<file path="src/rtl/move_dma_engine.sv">
// move_dma_engine: programmable block-move engine that borrows the memory bus via hold/hlda.
// Latency: 2N+3 cycles from the start edge for N words when hlda answers hold one cycle later.
// Backpressure: hlda gates every memory access; losing hlda re-requests the bus and restarts the current word.
//
// Optional feature: define MOVE_CHECKSUM_EN to enable an XOR checksum of all copied words.
//
// Ports:
//   clk, rst             : system clock, asynchronous active-high reset
//   move_sel, op         : decoder flag and opcode (56 = set count, 57 = set src, 59 = set dst + start)
//   operand              : register value accompanying the move instruction
//   hlda / hold          : CPU bus grant / registered bus request
//   mem_addr, mem_rd,
//   mem_wr, mem_wdata,
//   mem_rdata            : memory bus (mem_rdata is combinational on mem_addr)
//   busy, done, cmd_err  : status; done and cmd_err are one-cycle pulses
//   checksum             : XOR of copied words (0 unless MOVE_CHECKSUM_EN)

module move_dma_engine #(
   parameter int CNT_W     = 16,
   parameter int ADDR_W    = 32,
   parameter int ADDR_STEP = 4
) (
   input  logic              clk,
   input  logic              rst,
   input  logic              move_sel,
   input  logic [5:0]        op,
   input  logic [31:0]       operand,
   input  logic              hlda,
   output logic              hold,
   output logic [ADDR_W-1:0] mem_addr,
   output logic              mem_rd,
   output logic              mem_wr,
   output logic [31:0]       mem_wdata,
   input  logic [31:0]       mem_rdata,
   output logic              busy,
   output logic              done,
   output logic              cmd_err,
   output logic [31:0]       checksum
);

   localparam logic [5:0]        OP_CNT = 6'd56;
   localparam logic [5:0]        OP_SRC = 6'd57;
   localparam logic [5:0]        OP_GO  = 6'd59;
   localparam logic [ADDR_W-1:0] STEP   = ADDR_W'(ADDR_STEP);

   typedef enum logic [2:0] {
      S_IDLE,
      S_REQ,
      S_READ,
      S_WRITE,
      S_DONE
   } state_t;

   state_t            state;
   logic [CNT_W-1:0]  cnt;
   logic [ADDR_W-1:0] src;
   logic [ADDR_W-1:0] dst;
   logic [31:0]       data;
   logic              hold_q;
   logic              busy_q;
   logic              done_q;
   logic              cmd_err_q;
   logic              is_move_cmd;
   logic              start;

   assign is_move_cmd = move_sel && (op == OP_CNT || op == OP_SRC || op == OP_GO);
   assign start       = (state == S_IDLE) && move_sel && (op == OP_GO);

   always_ff @(posedge clk or posedge rst) begin
      if (rst) begin
         state     <= S_IDLE;
         cnt       <= '0;
         src       <= '0;
         dst       <= '0;
         data      <= '0;
         hold_q    <= 1'b0;
         busy_q    <= 1'b0;
         done_q    <= 1'b0;
         cmd_err_q <= 1'b0;
      end else begin
         done_q    <= 1'b0;
         // Any move command outside IDLE is dropped and flagged one cycle later.
         cmd_err_q <= is_move_cmd && (state != S_IDLE);
         case (state)
            S_IDLE: begin
               if (move_sel) begin
                  case (op)
                     OP_CNT: cnt <= operand[CNT_W-1:0];
                     OP_SRC: src <= operand[ADDR_W-1:0];
                     OP_GO: begin
                        dst    <= operand[ADDR_W-1:0];
                        busy_q <= 1'b1;
                        if (cnt == '0) begin
                           // Empty transfer: never touch the bus.
                           state  <= S_DONE;
                           done_q <= 1'b1;
                        end else begin
                           state  <= S_REQ;
                           hold_q <= 1'b1;
                        end
                     end
                     default: ;
                  endcase
               end
            end
            S_REQ: begin
               if (hlda) state <= S_READ;
            end
            S_READ: begin
               if (hlda) begin
                  data  <= mem_rdata;
                  state <= S_WRITE;
               end else begin
                  state <= S_REQ;
               end
            end
            S_WRITE: begin
               if (hlda) begin
                  src <= src + STEP;
                  dst <= dst + STEP;
                  cnt <= cnt - CNT_W'(1);
                  if (cnt == CNT_W'(1)) begin
                     state  <= S_DONE;
                     hold_q <= 1'b0;
                     done_q <= 1'b1;
                  end else begin
                     state <= S_READ;
                  end
               end else begin
                  // Bus lost mid-word: src/dst/cnt untouched so the word is re-read.
                  state <= S_REQ;
               end
            end
            S_DONE: begin
               state  <= S_IDLE;
               busy_q <= 1'b0;
            end
            default: state <= S_IDLE;
         endcase
      end
   end

   assign hold      = hold_q;
   assign busy      = busy_q;
   assign done      = done_q;
   assign cmd_err   = cmd_err_q;
   assign mem_rd    = (state == S_READ) && hlda;
   assign mem_wr    = (state == S_WRITE) && hlda;
   assign mem_addr  = (state == S_READ)  ? src :
                      (state == S_WRITE) ? dst : '0;
   assign mem_wdata = (state == S_WRITE) ? data : 32'd0;

`ifdef MOVE_CHECKSUM_EN
   logic [31:0] csum;

   always_ff @(posedge clk or posedge rst) begin
      if (rst) begin
         csum <= 32'd0;
      end else if (start) begin
         csum <= 32'd0;
      end else if (state == S_WRITE && hlda) begin
         csum <= csum ^ data;
      end
   end

   assign checksum = csum;
`else
   assign checksum = 32'd0;
`endif

endmodule
</file>
<file path="config.mk">
export PLATFORM = sky130hd
export DESIGN_NAME = move_dma_engine
export DESIGN_NICKNAME = d
export VERILOG_FILES = /design/src/rtl/move_dma_engine.sv
export SDC_FILE = /design/constraint.sdc
export NUM_CORES = 1
export LEC_CHECK = 0
export BUFFER_PORTS_ARGS = -buffer_cell sky130_fd_sc_hd__buf_2
export CAP_MARGIN = 5
export CORE_ASPECT_RATIO = 1.5
export CORE_MARGIN = 3
export CORE_UTILIZATION = 44
export DETAILED_ROUTE_END_ITERATION = 10
export GPL_TIMING_DRIVEN = 0
export PLACE_DENSITY = 0.7
export SYNTH_ARGS = -nofsm -noshare
export SYNTH_HDL_FRONTEND = slang
export SYNTH_SLANG_ARGS = --single-unit
</file>
<file path="constraint.sdc">
create_clock -name clk -period 3.2 [get_ports clk]
set_input_delay 0.32 -clock clk [delete_from_list [all_inputs] [get_ports clk]]
set_output_delay 0.32 -clock clk [all_outputs]
set_load 0.02 [all_outputs]
</file>
==> results.yml, run 1 <==
floorplanning:
  die_w_um: 111
  rows: 56
  initial_core_util_pct: 45.6
  pin_count: 176
  core-area_um2: 15900
  die_y_um: 163
  dieArea_um2: 18100
layout:
  diodes: 0
  layout.nets: 1095
  seqCellArea_um2: 2980
  final.fill_count: 1514
  multi_input_area_um2: 3840
  syn2layout_area_growth_pct: 24.9
  drive_gt1_share_pct: 27.2
route:
  via_per_inst: 6.29
  drt-total-wl_um: 27700
  vias: 7750
  drt_iter0_markers: 753
  postRouteAntennaNets: 0
  drc: 0
  first_pass_iters: 6
  wl_per_cell_um: 22.4
clocking:
  root_buffer: "clkbuf_16"
  clkTransAtPathRegs_ns: 0.06
  cts_num_sinks: 119
  cts_tree: "done"
  insertion_delay_ns: 0.42
  numCtsBuffers: 17
  ctsLongestPathBuffers: 2
  h-tree-depth: 4
outcome:
  status: "finished, final reports clean"
worst_setup_path:
  r2r_setup_slack_ns: 0.58
  cp_max_fo: 10
  arrival_ns: 2.76
  criticalPathCategory: "register to output port"
  start_kind: "register"
  required_ns: 2.88
  end_kind: "output port"
power_and_ir_drop:
  p_leak_nw: 4.08
  p_int_mw: 4.89
  ir_drop_mv: 0.502
  pwr-share-comb_pct: 41.0
  p_sw_mw: 3.71
  swShare_pct: 43.2
  clkPwrFrac_pct: 24.3
  power_density_nw_per_um2: 948
  p_seq_share_pct: 34.7
global_route:
  grt_pass1_vias: 7723
  track_usage_pct: 30.3
  grt_max_degree: 40
  grt_overflow_total: 0
  grt_pass1_wl_um: 42600
  antenna_found_initial: 0
synth:
  syn_inst: 821
  yosys_most_used_dff: "dfrtp_1"
  ys_top_cells_by_area: "dfrtp_1 41%, a21oi_1 6.1%, mux2_2 5.0%, o21ai_0 3.3%, buf_4 3.3%"
  yosysWarnings: 0
  synth_area_um2: 7260
  ys_types: 67
  yosys.area.top_type: "dfrtp_1"
  synth-edff-count: 0
  yosysTopAreaCellShare_pct: 41.0
  yosysSeqAreaShare_pct: 41.0
  avgSynthCellArea_um2: 8.84
  async_flop_share_pct: 100
  synth.ff_latch_count: 119
place:
  place_congestion: 1.03
  post-place-ws_ns: 0.278
  io_buffer_count: 143
  hpwl_um: 20300
sta:
  setup_slack_ns: 0.123
  max-slew-margin-rel_pct: 31.4
  tightest_slew_ns: 1.02
  finalSetupViolations: 0
  post-route-min-period_ns: 3.08
  fin_crit_sh_pct: 96.2
  timing.setup.tns_ns: 0
  finClkSkew_ns: 0.00737
  rsz0062_at_grt: "false"
  maxSlewViolCount: 0
  fmax_mhz: 325
  hold_violations: 0
min_path:
  hold_path.class: "input port to register"
flow_run:
  drv_cap: 0
## synthesized netlist by cell type, types with 4 or more instances
library cell  count
dfrtp_1         119
a21oi_1          89
nand2_1          64
nor2_1           54
o21ai_0          48
clkbuf_1         40
and2_1           38
buf_4            32
mux2_2           32
nand3_1          31
a22o_1           23
nand4_1          23
o22a_1           20
a31oi_1          18
nor3_1           18
o22ai_1          16
inv_1            15
buf_2            12
and3_1           11
nor4_1           10
o21a_1            9
a2bb2oi_1         7
a41oi_1           6
buf_1             6
a31o_2            5
a211oi_1          4
a22oi_1           4
and4_1            4
ha_1              4
o31ai_1           4
## power by group through the flow
stage	combinational [mW]	sequential (mW)	clock [mW]
finish	3.53	2.98	2.09
global route	3.81	3.05	2.18
CTS	3.47	2.94	2.11
detailed placement	3.45	2.95	0
global placement	3.39	2.93	0
floorplan	2.43	2.68	0
## worst paths after layout
path	start	cells past startpoint	endpoint
setup / recovery	state[0]	6	mem_addr[4]
hold / removal	mem_rdata[3]	2	data[3]
setup reg to reg	state[0]	7	cnt[0]
hold reg to reg	dst[0]	2	dst[0]
max in group asynchronous	rst	4	src[24]
min in group asynchronous	rst	3	dst[30]
## layer usage
layer	track usage [%]	share of wire (%)
met5	0	0
met4	25.7	9.0
met1	33.2	34
met2	49.4	47
met3	7.38	10
## cell usage in the layout, fill, tap and decap left out, types with 6 or more instances in the layout
cell type,count
buf_2,156
dfrtp_1,119
a21oi_1,89
nand2_1,64
nor2_1,54
o21ai_0,48
and2_1,38
clkbuf_1,37
mux2_2,32
buf_4,32
conb_1,32
nand3_1,31
nand4_1,23
a22o_1,23
o22a_1,20
nor3_1,18
a31oi_1,18
clkbuf_16,17
o22ai_1,16
inv_1,14
and3_1,11
nor4_1,10
o21a_1,9
a2bb2oi_1,7
a41oi_1,6
## state kept, by name, indices dropped and copies added (netlist names)
register and flops:
data 32, dst 32, src 32, cnt 16, state 3, busy 1
cmd_err 1, done 1, hold 1
## per-stage QoR
step | instance area [um2] | total power, mW | cells | util, % | hold slack [ns]
final | 9070 | 8.60 | 1233 | 57.0 | 0.132
after global routing | 9070 | 9.03 | 1233 | 57.0 | 0.131
after CTS | 9060 | 8.51 | 1233 | 57.0 | 0.118
after detailed placement | 8410 | 6.40 | 1201 | 52.9 | 0.420
after global placement | 8350 | 6.33 | 1198 | 52.5 | 0.464
after floorplan | 7380 | 5.12 | 852 | - | 0.413
## area by class of cell
class | instances | area share (%)
Clock inverter | 11 | 1.89
Clock buffer | 21 | 5.19
Multi-Input combinational cell | 625 | 42.3
Timing Repair Buffer | 147 | 8.67
Inverter | 15 | 0.662
Sequential cell | 119 | 32.8
Buffer | 92 | 5.63
Tap cell | 203 | 2.80
## logic make-up after synthesis
group / share of synthesized area (%)
simple gates: 20.8
mux: 4.96
fa+ha+maj: 0.689
buf+inv: 7.79
flops: 41.0
compound gates: 24.7
other cells: 0.0517
## worst max-delay path, cell delays in order (launching register included)
cell and delay, ns:
dfrtp_1 0.32, clkbuf_1 0.36, nand3b_1 0.41, clkbuf_2 0.38
clkbuf_2 0.32, o21ai_0 0.31, buf_2 0.22
## what timing repair did
action | in CTS | in global routing
setup buffers | 0 | 0
gates resized for setup | 3 | 4
hold endpoints to repair | 19 | 0
pin swaps | 0 | 0
hold buffers | 1 | 0
setup endpoints to repair | 30 | 25
gates cloned | 0 | 0
(Power assumes the default switching activity.)
==> inputs of run 2 (changes only) <==
- CELL_PAD_IN_SITES_DETAIL_PLACEMENT: default -> 1
- CELL_PAD_IN_SITES_GLOBAL_PLACEMENT: default -> 2
- CORE_UTILIZATION: 44 -> 29
- PLACE_DENSITY: 0.7 -> default
- PLACE_DENSITY_LB_ADDON: default -> 0.1
- RECOVER_POWER: default -> 50
==> results.yml, run 2 (same netlist as run 1, synthesis figures left out) <==
flow_run:
  drv_cap: 0
worst_setup_path:
  start_kind: "register"
  end_kind: "output port"
  criticalPathCategory: "register to output port"
  reg2reg_depth: 8
  crit_path_start: "state[2]"
  crit_path_end: "mem_addr[16]"
  cp_max_fo: 19
  timing.rr.end: "src[4]"
  arrival_ns: 2.70
  reg2reg_from: "state[2]"
  r2r_setup_slack_ns: 0.30
  required_ns: 2.88
sta:
  finalSetupViolations: 0
  finClkSkew_ns: 0.00947
  tightest_slew_ns: 1.30
  max-slew-margin-rel_pct: 12.9
  setup_slack_ns: 0.182
  hold_violations: 0
  post-route-min-period_ns: 3.02
  fmax_mhz: 331
  rsz0062_at_grt: "false"
  timing.setup.tns_ns: 0
  fin_crit_sh_pct: 94.3
  maxSlewViolCount: 0
floorplanning:
  rows: 70
  die_y_um: 200
  pin_count: 176
  initial_core_util_pct: 29.6
  dieArea_um2: 27000
  core-area_um2: 24500
  die_w_um: 135
route:
  postRouteAntennaNets: 0
  via_per_inst: 5.50
  drt-total-wl_um: 33100
  drt_iter0_markers: 347
  drc: 0
  first_pass_iters: 5
  wl_per_cell_um: 24.4
  vias: 7445
power_and_ir_drop:
  ir_drop_mv: 0.404
  p_seq_share_pct: 34.9
  power_density_nw_per_um2: 942
  p_sw_mw: 3.84
  clkPwrFrac_pct: 22.9
  total_power_mw: 8.56
  pwr-share-comb_pct: 42.2
  p_int_mw: 4.73
  swShare_pct: 44.8
  p_leak_nw: 4.02
global_route:
  track_usage_pct: 24.3
  grt_overflow_total: 0
  grt_pass1_vias: 7673
  grt_max_degree: 36
  grt_pass1_wl_um: 48500
  antenna_found_initial: 0
layout:
  syn2layout_area_growth_pct: 25.3
  drive_gt1_share_pct: 26.0
  final.fill_count: 2985
  layout.nets: 1096
  reg_top3: "data (32), dst (32), src (32)"
  layout.cells.most_common: "buf_2"
  fin_cells: 1354
  diodes: 0
  final_cell_mix: "147 x buf_2, 119 x dfrtp_1, 89 x a21oi_1, 64 x nand2_1, 54 x nor2_1"
clocking:
  h-tree-depth: 4
  insertion_delay_ns: 0.43
  clkTransAtPathRegs_ns: 0.06
  cts_num_sinks: 119
  ctsLongestPathBuffers: 2
  numCtsBuffers: 17
  root_buffer: "clkbuf_16"
  cts_tree: "done"
min_path:
  hold_path.class: "input port to register"
place:
  placed_cells: 1322
  io_buffer_count: 143
  hpwl_um: 25000
  place_congestion: 0.861
  post-place-ws_ns: 0.0499
outcome:
  status: "finished, final reports clean"
[run 2: cell types whose count changed in the layout (fill, tap and decap cells not counted), sizes merged]
| cell | previous run | this run |
|---|---|---|
| clkbuf | 61 | 74 |
| buf | 198 | 188 |
| bufinv | 4 | 2 |
| clkinvlp | 3 | 2 |
[run 2: worst min-delay path by stage]
stage,start,endpoint,cells past startpoint
global placement,dst[0],dst[0],2
finish,mem_rdata[7],data[7],2
CTS,mem_rdata[26],data[26],2
detailed placement,rst,src[27],2
global route,mem_rdata[20],data[20],2
floorplan,op[1],cmd_err,1
[run 2: stage by stage]
step	instance area [um2]	utilization [%]	hold slack (ns)
4_1_cts	9160	37.4	0.107
3_3_place_gp	8500	34.7	0.461
6_report	9090	37.1	0.118
2_1_floorplan	7380	-	0.413
3_5_place_dp	8560	34.9	0.432
5_1_grt	9090	37.1	0.112
[run 2: cell type report]
type                       instances  area, um2  share of cell area (%)
timing repair buffer             148        772                    8.49
inverter                          15       57.6                   0.633
sequential                       119       2980                    32.7
clock buffer                      23        488                    5.37
multi-input combinational        625       3800                    41.7
buffer                            92        502                    5.52
clock inverter                     8       96.3                    1.06
tap                              324        405                    4.46
[run 2: worst max-delay path, stage by stage (launching register included)]
cell	delay, ns
dfrtp_1	0.36
clkbuf_1	0.21
and3b_1	0.35
buf_6	0.27
clkbuf_1	0.61
nand2_1	0.17
nand2_1	0.11
buf_2	0.17
[run 2: metal layers]
metal	vias to the layer above	wire length, um	GRT usage, %
li1	3383	-	-
met1	3722	12400	26.4
met2	276	17600	45.3
met3	64	1590	4.04
met4	0	1470	12.0
met5	-	0	0
[run 2: power groups by stage]
stage	clock network (mW)	registers, mW	logic, mW
5_1_grt	2.06	3.07	3.93
3_3_place_gp	0	2.99	3.58
3_5_place_dp	0	3.00	3.63
4_1_cts	2.00	2.98	3.65
2_1_floorplan	0	2.68	2.43
6_report	1.96	2.99	3.62
[run 2: timing repair]
action,in CTS,in global routing
hold buffers,1,0
hold endpoints to repair,23,0
resized for setup,6,0
buffers inserted,0,1
setup endpoints to repair,64,1
==> inputs of run 3 (changes only) <==
- BUFFER_PORTS_ARGS: -buffer_cell sky130_fd_sc_hd__buf_2 -> default
- CORE_UTILIZATION: 29 -> 34
- DONT_BUFFER_PORTS: default -> 1
==> results.yml, run 3 (same netlist as run 1, synthesis figures left out) <==
floorplanning:
  die_y_um: 185
  initial_core_util_pct: 35.1
  dieArea_um2: 23200
  pin_count: 176
  core-area_um2: 20700
  rows: 64
  die_w_um: 125
route:
  drt-total-wl_um: 32000
  drc: 0
  vias: 7084
  drt_iter0_markers: 421
  via_per_inst: 6.15
  first_pass_iters: 5
  wl_per_cell_um: 27.8
  postRouteAntennaNets: 0
worst_setup_path:
  end_kind: "output port"
  criticalPathCategory: "register to output port"
  required_ns: 2.88
  start_kind: "register"
  crit_path_end: "mem_addr[12]"
  arrival_ns: 2.73
  reg2reg_depth: 8
  crit_path_start: "state[0]"
  timing.rr.end: "cnt[1]"
  r2r_setup_slack_ns: 0.21
  reg2reg_from: "state[2]"
  cp_max_fo: 19
power_and_ir_drop:
  p_sw_mw: 3.81
  ir_drop_mv: 0.440
  swShare_pct: 45.4
  power_density_nw_per_um2: 1000
  p_seq_share_pct: 35.8
  total_power_mw: 8.39
  pwr-share-comb_pct: 39.7
  p_leak_nw: 3.40
  clkPwrFrac_pct: 24.5
  p_int_mw: 4.58
place:
  dpl_cell_area_um2: 7770
  hpwl_um: 24300
  io_buffer_count: 0
  place_congestion: 0.931
sta:
  post-route-min-period_ns: 3.05
  finClkSkew_ns: 0.00992
  hold_violations: 0
  tightest_slew_ns: 1.63
  whs_ns: 0.0337
  maxSlewViolCount: 34
  rsz0062_at_grt: "false"
  fin_crit_sh_pct: 95.3
  max-slew-margin-rel_pct: -8.98
  fmax_mhz: 328
  finalSetupViolations: 0
layout:
  reg_top3: "data (32), dst (32), src (32)"
  diodes: 0
  layout.nets: 952
  design_area_um2: 8380
  drive_gt1_share_pct: 14.8
  syn2layout_area_growth_pct: 15.5
  layout.cells.most_common: "dfrtp_1"
  final_cell_mix: "119 x dfrtp_1, 89 x a21oi_1, 64 x nand2_1, 54 x nor2_1, 46 x o21ai_0"
clocking:
  ctsLongestPathBuffers: 2
  cts_tree: "done"
  clkTransAtPathRegs_ns: 0.06
  cts_num_sinks: 119
  root_buffer: "clkbuf_16"
  insertion_delay_ns: 0.44
  numCtsBuffers: 17
  h-tree-depth: 4
  cts_setup_buffers: 0
global_route:
  grt_max_degree: 36
  grt_pass1_wl_um: 47800
  antenna_found_initial: 0
  grt_pass1_vias: 7679
  grt_overflow_total: 0
  track_usage_pct: 27.4
min_path:
  hold_path.class: "input port to register"
outcome:
  status: "finished with violations"
  violations: "capacitance limit, slew limit"
flow_run:
  drv_cap: 1
## run 3: changes by cell type in the layout (fill, tap and decap cells not counted), moves of 3 or more
cell	before	now
clkbuf_2	7	4
buf_2	147	9
clkinvlp_4	1	5
clkbuf_1	45	37
clkinv_2	4	0
## run 3: layout make-up
class	count	area, um2
clock buffer	19	453
multi-input combinational	625	3820
tap	264	330
inverter	15	57.6
buffer	90	499
timing repair buffer	6	75.1
fill	2443	12300
clock inverter	13	171
sequential	119	2980
## run 3: repair_timing
| item | CTS | global route |
|---|---|---|
| endpoints found under the hold margin | 26 | 0 |
| hold buffers | 3 | 0 |
| gates resized for setup | 5 | 3 |
| endpoints found under the setup margin | 60 | 8 |
## run 3: worst max-delay path: stages, from the launching register on
cell,delay (ns)
dfrtp_1,0.32
clkbuf_1,0.38
nand3b_1,0.44
clkbuf_2,0.55
o21ai_1,0.60
## run 3: metrics by stage
step / worst slack, ns / TNS, ns / util (%) / std cells
2_1_floorplan: 1.05 / 0 / - / 852
3_3_place_gp: 0.0559 / 0 / 37.3 / 1116
3_5_place_dp: -0.0138 / -0.0138 / 37.6 / 1119
4_1_cts: 0.00267 / 0 / 40.8 / 1152
5_1_grt: 0.0399 / 0 / 40.6 / 1151
6_report: 0.152 / 0 / 40.6 / 1151
## run 3: how the worst min path moves through the flow
stage | end | from | cells after the start
2_1_floorplan | cmd_err | op[1] | 1
3_3_place_gp | cmd_err | op[1] | 1
3_5_place_dp | src[27] | rst | 1
4_1_cts | data[28] | mem_rdata[28] | 1
5_1_grt | data[18] | mem_rdata[18] | 1
6_report | data[26] | mem_rdata[26] | 1
## run 3: per-layer routing
metal	vias to the layer above	part of all wire (%)	GRT usage, %
met1	3602	36	27.9
met2	267	51	49.6
met5	-	0	0
li1	3104	-	-
met3	111	5.9	7.16
met4	0	6.9	17.5
## run 3: power groups by stage
stage          combinational, mW  sequential [mW]  clock, mW
2_1_floorplan               2.43             2.68          0
3_3_place_gp                3.21             2.96          0
3_5_place_dp                3.33             3.01          0
4_1_cts                     3.34             2.99       2.08
5_1_grt                     3.62             3.09       2.15
6_report                    3.33             3.01       2.05
